**src/rtl/cmt_pkg.sv**
```systemverilog
// cmt_pkg: shared definitions for the commit/trap controller.
//   - cmt_state_e   : controller FSM state encoding
//   - IRQ_CAUSE_OFS : interrupt cause code = IRQ_CAUSE_OFS + line index
//   - IRQ_IDX_W     : width of the interrupt index (up to 16 lines)
//   - cause_int_bit : bit position of the interrupt flag within an xlen-wide cause
package cmt_pkg;

  typedef enum logic [1:0] {
    ST_IDLE = 2'd0,
    ST_TRAP = 2'd1,
    ST_WFI  = 2'd2
  } cmt_state_e;

  localparam int unsigned IRQ_CAUSE_OFS = 16;
  localparam int          IRQ_IDX_W     = 4;

  // The interrupt flag lives in the most significant bit of the cause value.
  function automatic int unsigned cause_int_bit(input int unsigned xlen);
    return xlen - 1;
  endfunction

endpackage

```
**src/rtl/cmt_irq_prio.sv**
```systemverilog
// cmt_irq_prio: fixed-priority encoder over the pending-and-enabled interrupt lines.
// Line 0 has the highest priority.
// Ports:
//   req   [NUM_IRQ-1:0]  in   pending & enabled lines
//   valid                out  any line requesting
//   idx   [IRQ_IDX_W-1:0] out index of the lowest set line (0 when none)
module cmt_irq_prio
  import cmt_pkg::*;
#(
  parameter int NUM_IRQ = 4
) (
  input  logic [NUM_IRQ-1:0]   req,
  output logic                 valid,
  output logic [IRQ_IDX_W-1:0] idx
);

  always_comb begin
    valid = |req;
    idx   = '0;
    // Scan downward so the last hit written is the lowest index.
    for (int i = NUM_IRQ - 1; i >= 0; i--) begin
      if (req[i]) idx = IRQ_IDX_W'(i);
    end
  end

endmodule

```
**src/rtl/cmt_trap_ctrl.sv**
```systemverilog
// cmt_trap_ctrl: commit-stage trap controller.
// Accepts one instruction per cycle from the EXU and decides, in priority order,
// between a synchronous exception, an interrupt, mret, wfi, a branch flush or a
// plain retire. Traps spend one cycle in TRAP where the latched epc/cause/badaddr
// are published and the pipeline is flushed to the trap vector. wfi parks the
// controller in WFI until an enabled line is pending.
//
// Optional feature: macro CMT_VECTORED_IRQ_EN enables vectored interrupt dispatch
// (mtvec mode 01 -> base + 4*cause[4:0] for interrupts). Without it the trap target
// is always the mtvec base and the mode bits are ignored.
//
// Ports:
//   clk, rst (async, active-high)
//   cmt_i_valid/ready, cmt_i_pc, cmt_i_badaddr, cmt_i_excp_vld/code,
//   cmt_i_mret, cmt_i_wfi, cmt_i_bjp_flush, cmt_i_bjp_pc    commit request
//   irq_i, irq_en_i, status_mie_r, csr_mtvec_r, csr_mepc_r   interrupt / CSR state
//   flush_req, flush_pc, cmt_stall, core_wfi                 pipeline control
//   cmt_instret_ena, cmt_mret_ena                            retire strobes
//   cmt_epc/_ena, cmt_cause/_ena, cmt_badaddr/_ena           CSR write-back
module cmt_trap_ctrl
  import cmt_pkg::*;
#(
  parameter int NUM_IRQ = 4,
  parameter int PC_W    = 32,
  parameter int XLEN    = 32
) (
  input  logic               clk,
  input  logic               rst,
  input  logic               cmt_i_valid,
  input  logic               cmt_i_ready,
  input  logic [PC_W-1:0]    cmt_i_pc,
  input  logic [PC_W-1:0]    cmt_i_badaddr,
  input  logic               cmt_i_excp_vld,
  input  logic [3:0]         cmt_i_excp_code,
  input  logic               cmt_i_mret,
  input  logic               cmt_i_wfi,
  input  logic               cmt_i_bjp_flush,
  input  logic [PC_W-1:0]    cmt_i_bjp_pc,
  input  logic [NUM_IRQ-1:0] irq_i,
  input  logic [NUM_IRQ-1:0] irq_en_i,
  input  logic               status_mie_r,
  input  logic [XLEN-1:0]    csr_mtvec_r,
  input  logic [PC_W-1:0]    csr_mepc_r,
  output logic               flush_req,
  output logic [PC_W-1:0]    flush_pc,
  output logic               cmt_stall,
  output logic               core_wfi,
  output logic               cmt_instret_ena,
  output logic               cmt_mret_ena,
  output logic [PC_W-1:0]    cmt_epc,
  output logic [XLEN-1:0]    cmt_cause,
  output logic [PC_W-1:0]    cmt_badaddr,
  output logic               cmt_epc_ena,
  output logic               cmt_cause_ena,
  output logic               cmt_badaddr_ena
);

  localparam int INT_BIT = int'(cause_int_bit(XLEN));

  cmt_state_e state_q, state_d;

  logic [PC_W-1:0]      epc_q;
  logic [XLEN-1:0]      cause_q;
  logic [PC_W-1:0]      badaddr_q;
  logic                 bad_vld_q;

  logic                 irq_vld;
  logic [IRQ_IDX_W-1:0] irq_idx;
  logic                 irq_take;
  logic                 accept;
  logic [XLEN-1:0]      irq_cause;
  logic [XLEN-1:0]      excp_cause;
  logic [PC_W-1:0]      mtvec_base;
  logic [PC_W-1:0]      trap_pc;

  logic                 ld_epc_pc;
  logic                 ld_epc_wfi;
  logic                 ld_excp;
  logic                 ld_irq;

  cmt_irq_prio #(.NUM_IRQ(NUM_IRQ)) u_prio (
    .req   (irq_i & irq_en_i),
    .valid (irq_vld),
    .idx   (irq_idx)
  );

  assign irq_take = status_mie_r & irq_vld;

  // Gating with rst keeps every strobe at zero while reset is held.
  assign accept = cmt_i_valid & cmt_i_ready & (state_q == ST_IDLE) & ~rst;

  assign excp_cause = {{(XLEN-4){1'b0}}, cmt_i_excp_code};
  assign mtvec_base = PC_W'(csr_mtvec_r) & ~PC_W'(3);

  always_comb begin
    irq_cause          = '0;
    irq_cause[INT_BIT] = 1'b1;
    irq_cause[4:0]     = 5'(IRQ_CAUSE_OFS) + {1'b0, irq_idx};
  end

`ifdef CMT_VECTORED_IRQ_EN
  logic mode_unused;
  assign mode_unused = 1'b0;

  always_comb begin
    trap_pc = mtvec_base;
    if (cause_q[INT_BIT] && (csr_mtvec_r[1:0] == 2'b01))
      trap_pc = mtvec_base + PC_W'({cause_q[4:0], 2'b00});
  end
`else
  // Mode bits only matter for vectored dispatch.
  logic mode_unused;
  assign mode_unused = ^csr_mtvec_r[1:0];
  assign trap_pc     = mtvec_base;
`endif

  always_comb begin
    state_d         = state_q;
    flush_req       = 1'b0;
    flush_pc        = '0;
    cmt_stall       = 1'b0;
    core_wfi        = 1'b0;
    cmt_instret_ena = 1'b0;
    cmt_mret_ena    = 1'b0;
    cmt_epc_ena     = 1'b0;
    cmt_cause_ena   = 1'b0;
    cmt_badaddr_ena = 1'b0;
    ld_epc_pc       = 1'b0;
    ld_epc_wfi      = 1'b0;
    ld_excp         = 1'b0;
    ld_irq          = 1'b0;

    case (state_q)
      ST_IDLE: begin
        if (accept) begin
          if (cmt_i_excp_vld) begin
            ld_epc_pc = 1'b1;
            ld_excp   = 1'b1;
            state_d   = ST_TRAP;
          end else if (irq_take) begin
            ld_epc_pc = 1'b1;
            ld_irq    = 1'b1;
            state_d   = ST_TRAP;
          end else if (cmt_i_mret) begin
            cmt_mret_ena    = 1'b1;
            cmt_instret_ena = 1'b1;
            flush_req       = 1'b1;
            flush_pc        = csr_mepc_r;
          end else if (cmt_i_wfi) begin
            cmt_instret_ena = 1'b1;
            ld_epc_wfi      = 1'b1;
            state_d         = ST_WFI;
          end else if (cmt_i_bjp_flush) begin
            cmt_instret_ena = 1'b1;
            flush_req       = 1'b1;
            flush_pc        = cmt_i_bjp_pc;
          end else begin
            cmt_instret_ena = 1'b1;
          end
        end
      end

      ST_TRAP: begin
        cmt_stall       = 1'b1;
        flush_req       = 1'b1;
        flush_pc        = trap_pc;
        cmt_epc_ena     = 1'b1;
        cmt_cause_ena   = 1'b1;
        cmt_badaddr_ena = bad_vld_q;
        state_d         = ST_IDLE;
      end

      ST_WFI: begin
        cmt_stall = 1'b1;
        core_wfi  = 1'b1;
        // Any enabled line wakes the core; it only traps when mie is set.
        // epc already holds the address after the wfi.
        if (irq_vld) begin
          if (status_mie_r) begin
            ld_irq  = 1'b1;
            state_d = ST_TRAP;
          end else begin
            state_d = ST_IDLE;
          end
        end
      end

      default: state_d = ST_IDLE;
    endcase
  end

  always_ff @(posedge clk or posedge rst) begin
    if (rst) begin
      state_q   <= ST_IDLE;
      epc_q     <= '0;
      cause_q   <= '0;
      badaddr_q <= '0;
      bad_vld_q <= 1'b0;
    end else begin
      state_q <= state_d;
      if (ld_epc_pc)  epc_q <= cmt_i_pc;
      if (ld_epc_wfi) epc_q <= cmt_i_pc + PC_W'(4);
      if (ld_excp) begin
        cause_q   <= excp_cause;
        badaddr_q <= cmt_i_badaddr;
        bad_vld_q <= 1'b1;
      end
      if (ld_irq) begin
        cause_q   <= irq_cause;
        bad_vld_q <= 1'b0;
      end
    end
  end

  assign cmt_epc     = epc_q;
  assign cmt_cause   = cause_q;
  assign cmt_badaddr = badaddr_q;

endmodule
```
**config.mk**
```make
export PLATFORM = sky130hd
export DESIGN_NAME = cmt_trap_ctrl
export DESIGN_NICKNAME = d
export VERILOG_FILES = /design/src/rtl/cmt_pkg.sv /design/src/rtl/cmt_irq_prio.sv /design/src/rtl/cmt_trap_ctrl.sv
export SDC_FILE = /design/constraint.sdc
export NUM_CORES = 1
export LEC_CHECK = 0
export CAP_MARGIN = 20
export CORE_AREA = 2 2 122 124
export DETAILED_ROUTE_END_ITERATION = 8
export DIE_AREA = 0 0 124 126
export GPL_TIMING_DRIVEN = 0
export PLACE_DENSITY = 0.78
export SYNTH_ARGS = -nofsm -noshare
export SYNTH_HDL_FRONTEND = slang
export SYNTH_SLANG_ARGS = --single-unit
```
**constraint.sdc**
```tcl
create_clock -name clk -period 2.9 [get_ports clk]
set_clock_uncertainty 0.15 [all_clocks]
set_input_delay 0.29 -clock clk [delete_from_list [all_inputs] [get_ports clk]]
set_output_delay 0.29 -clock clk [all_outputs]
set_load 0.02 [all_outputs]
```
==> results of run 1 <==
## cell usage after synthesis, drive strengths merged
master	n	share of area
and3	4	0.0057
dfrtp	72	0.41
a21oi	10	0.011
mux2	33	0.085
ha	4	0.011
and2	5	0.0074
xor2	12	0.024
inv	7	0.0060
nor4	4	0.0057
nor4b	1	0.0020
a22oi	31	0.053
o21bai	1	0.0017
a32oi	1	0.0020
nand2	98	0.084
nand4	16	0.028
o2bb2ai	1	0.0020
o31a	1	0.0020
conb	1	0.00086
or3	7	0.010
nand3	12	0.014
a22o	2	0.0046
buf	35	0.058
a21o	1	0.0017
nand2b	2	0.0029
nor2b	2	0.0029
o21ai	23	0.029
nand4b	3	0.013
and4b	2	0.0049
a31oi	10	0.014
xnor2	4	0.0080
o311ai	1	0.0020
nor2	27	0.023
nor3	3	0.0071
o21a	3	0.0051
and4	6	0.012
or4	4	0.0068
o211ai	4	0.0068
mux2i	4	0.0091
o31ai	3	0.0051
clkbuf	17	0.017
## worst max-delay path, delay by kind of cell, from the launching register on
kind	cells	cell delay (ns)
AOI/OAI and AO/OA	1	0.14
adders and majority gates	1	0.18
buffers and inverters	3	0.59
DFF	1	0.39
and+or+nand+nor	4	0.67
## cells by family (layout without fill, tap and decap cells)
kind of cell,after synthesis,in the layout
flops,72,72
fa+ha+maj,4,4
xor+xnor,16,16
mux,37,37
compound gates,92,92
other cells,1,26
simple gates,196,196
buf+inv,59,364
## registers in the layout, summed over array words and instances, names as in the netlist
| register | cells |
|---|---|
| bad_vld_q | 1 |
| state_q | 2 |
| cmt_badaddr | 32 |
| cmt_cause | 5 |
| cmt_epc | 32 |
## cell usage in the layout, fill, tap and decap left out, types with 12 or more instances in the layout
cell type,n
nor2_1,26
clkdlybuf4s50_1,252
mux2_2,33
a22oi_1,31
buf_4,34
nand3_1,12
dfrtp_1,72
nand4_1,14
clkbuf_2,21
nand2_1,97
conb_1,26
o21ai_0,22
xor2_1,12
## layer usage
metal | up-vias | part of all wire | track usage
li1 | 2308 | - | -
met1 | 2165 | 0.38 | 0.231
met2 | 219 | 0.51 | 0.367
met3 | 25 | 0.080 | 0.0426
met4 | 0 | 0.026 | 0.0787
met5 | - | 0 | 0
## path summary, 6_finish.rpt
path / startpoint / endpoint / slack (ns) / cells past startpoint
max: state_q[1] / flush_pc[27] / 0.15 / 9
min: cmt_i_mret / cmt_epc[3] / 0.20 / 4
max reg2reg: state_q[1] / cmt_epc[6] / 0.38 / 10
min reg2reg: cmt_epc[1] / cmt_epc[1] / 0.32 / 2
max in group asynchronous: rst / cmt_badaddr[11] / 1.80 / 3
min in group asynchronous: rst / cmt_epc[23] / 0.24 / 2
## per-stage QoR
step	worst slack, ns	hold WS (ns)	std cells	util
final	0.148	0.203	991	0.552
after floorplan	0.385	0.252	502	-
after CTS	0.00371	0.202	990	0.556
after detailed placement	-0.748	0.320	974	0.532
after global routing	0.00389	0.239	991	0.552
after global placement	-0.791	0.298	973	0.530
## power groups by stage
stage | registers (mW) | clock network [mW] | logic, mW
final | 1.74 | 1.22 | 3.35
after global routing | 1.81 | 1.29 | 3.59
after CTS | 1.75 | 1.25 | 3.40
after detailed placement | 1.76 | 0 | 3.47
after global placement | 1.74 | 0 | 3.43
after floorplan | 2.34 | 0 | 1.05
## area by class of cell
cell class | instances | area [um^2] | share of cell area
Timing Repair Buffer | 291 | 2820 | 0.357
Multi-Input combinational cell | 371 | 2340 | 0.297
Sequential cell | 72 | 1800 | 0.228
Buffer | 50 | 345 | 0.0437
Tap cell | 184 | 230 | 0.0292
Clock buffer | 9 | 225 | 0.0285
Clock inverter | 7 | 103 | 0.0130
Inverter | 7 | 28.8 | 0.00365
## repair_timing
item                                    4_1_cts  5_1_grt
endpoints found under the setup margin       35       31
setup buffers                                 2        1
gates resized for setup                      70       43
pin swaps                                     1        1
endpoints found under the hold margin         0        0
==> flow_summary.yaml, run 1 <==
outcome:
  outcome: "finished, final reports clean"
power_and_ir_drop:
  seq_power_share: 0.276
  switchingPower_mw: 2.41
  leakagePower_nw: 3.43
  power.share.switching: 0.382
  p_int_mw: 3.90
  power.share.combinational: 0.530
  vdd_drop_max_mv: 0.300
  p_total_mw: 6.31
  power.density_nw_per_um2: 799
  clockPowerShare: 0.194
worst_setup_path:
  critPathRequiredTime_ns: 2.46
  cp_max_fo: 10
  critPathLaunchType: "flip-flop"
  criticalPathCategory: "flip-flop to output port"
  cpPeakStageDelay_ns: 0.39
  worstPathArrival_ns: 2.31
  worstPathCellList: "inv_1 -> ha_4 -> nand4b_4 -> nor2_4 -> and4b_1 -> clkbuf_4 -> a22oi_1 -> nand2_1 -> clkdlybuf4s15_2"
  critPathSlowestCell: "dfrtp_1"
  critical_path.endpoint_type: "output port"
yosys:
  synth-seq-cells: 72
  yosysSeqAreaShare: 0.411
  synth_top_family_by_area: "simple AND/OR/NAND/NOR gates"
  synth_simple_gate_area_frac: 0.229
  synth_warnings: 0
  syn_area_um2: 4390
  syn-instance-count: 477
  synth-xor-area-share: 0.0320
  yosysUniqueCellTypes: 54
  synthMuxAreaShare: 0.0939
  synth_compound_area_frac: 0.141
  syn_area_per_cell_um2: 9.19
  synthAdderAreaFrac: 0.0114
global_routing:
  grt_usage: 0.203
  grt_max_degree: 46
  grt_pass1_vias: 4667
  grt-ovfl-total: 0
  antenna_found_initial: 1
  grt_pass1_wl_um: 24200
clocking:
  clock-sinks: 72
  cts_root_buffer: "clkbuf_16"
  cts_tree: "built"
  cts_buffer_depth: 2
  clkLatencyLatePin_ns: 0.33
  ctsHoldBuffers: 0
  htree_levels: 3
  numCtsBuffers: 9
  clkTransAtPathRegs_ns: 0.06
run:
  cap_viol_max_count: 0
placed_design:
  place_congestion: 0.878
  dp_hpwl_um: 13300
  port_buffers: 287
  placed_area_um2: 7610
floorplanning:
  boundaryPins: 317
  die_h_um: 126
  die_x_um: 124
  start_util: 0.306
  die_area_um2: 15600
  core_um2: 14300
  rows: 44
sta:
  setup_viol: 0
  tightest_slew_ns: 0.959
  max_freq_ghz: 0.363
  finalCritPeriodShare: 0.949
  grt_setup_unrepaired: "false"
  hold_viol_final: 0
  slew_headroom: 0.355
  tns_ns: 0
  min_period_ns: 2.75
  finalMaxSlewViolations: 0
routing:
  num_vias: 4717
  drt-initial-drc-count: 180
  detail-route-antenna-nets: 0
  postRouteWirelength_um: 16300
  post-route-drc-count: 0
  wire_per_inst_um: 16.4
  dr.pass1.iters: 4
  route.detailed.vias_per_inst: 4.76
final_layout:
  drive_above_1_share: 0.170
  fill_cells: 1287
  stdcell_area_um2: 7900
  fin_nets: 987
  area_delta_synth_final_pct: 80.0
  antenna_cells: 0
worst_hold_path:
  hp-class: "primary input to flip-flop"
(Power assumes the default switching activity.)
==> inputs of run 2 (changes only) <==
--- a/config.mk
+++ b/config.mk
@@ -5,7 +5,7 @@
 export SDC_FILE = /design/constraint.sdc
 export NUM_CORES = 1
 export LEC_CHECK = 0
-export CAP_MARGIN = 20
+export CAP_MARGIN = 25
 export CORE_AREA = 2 2 122 124
 export DETAILED_ROUTE_END_ITERATION = 8
 export DIE_AREA = 0 0 124 126
==> results of run 2 <==
Same layout as run 1: the final DEF is identical, and so are final timing and power.
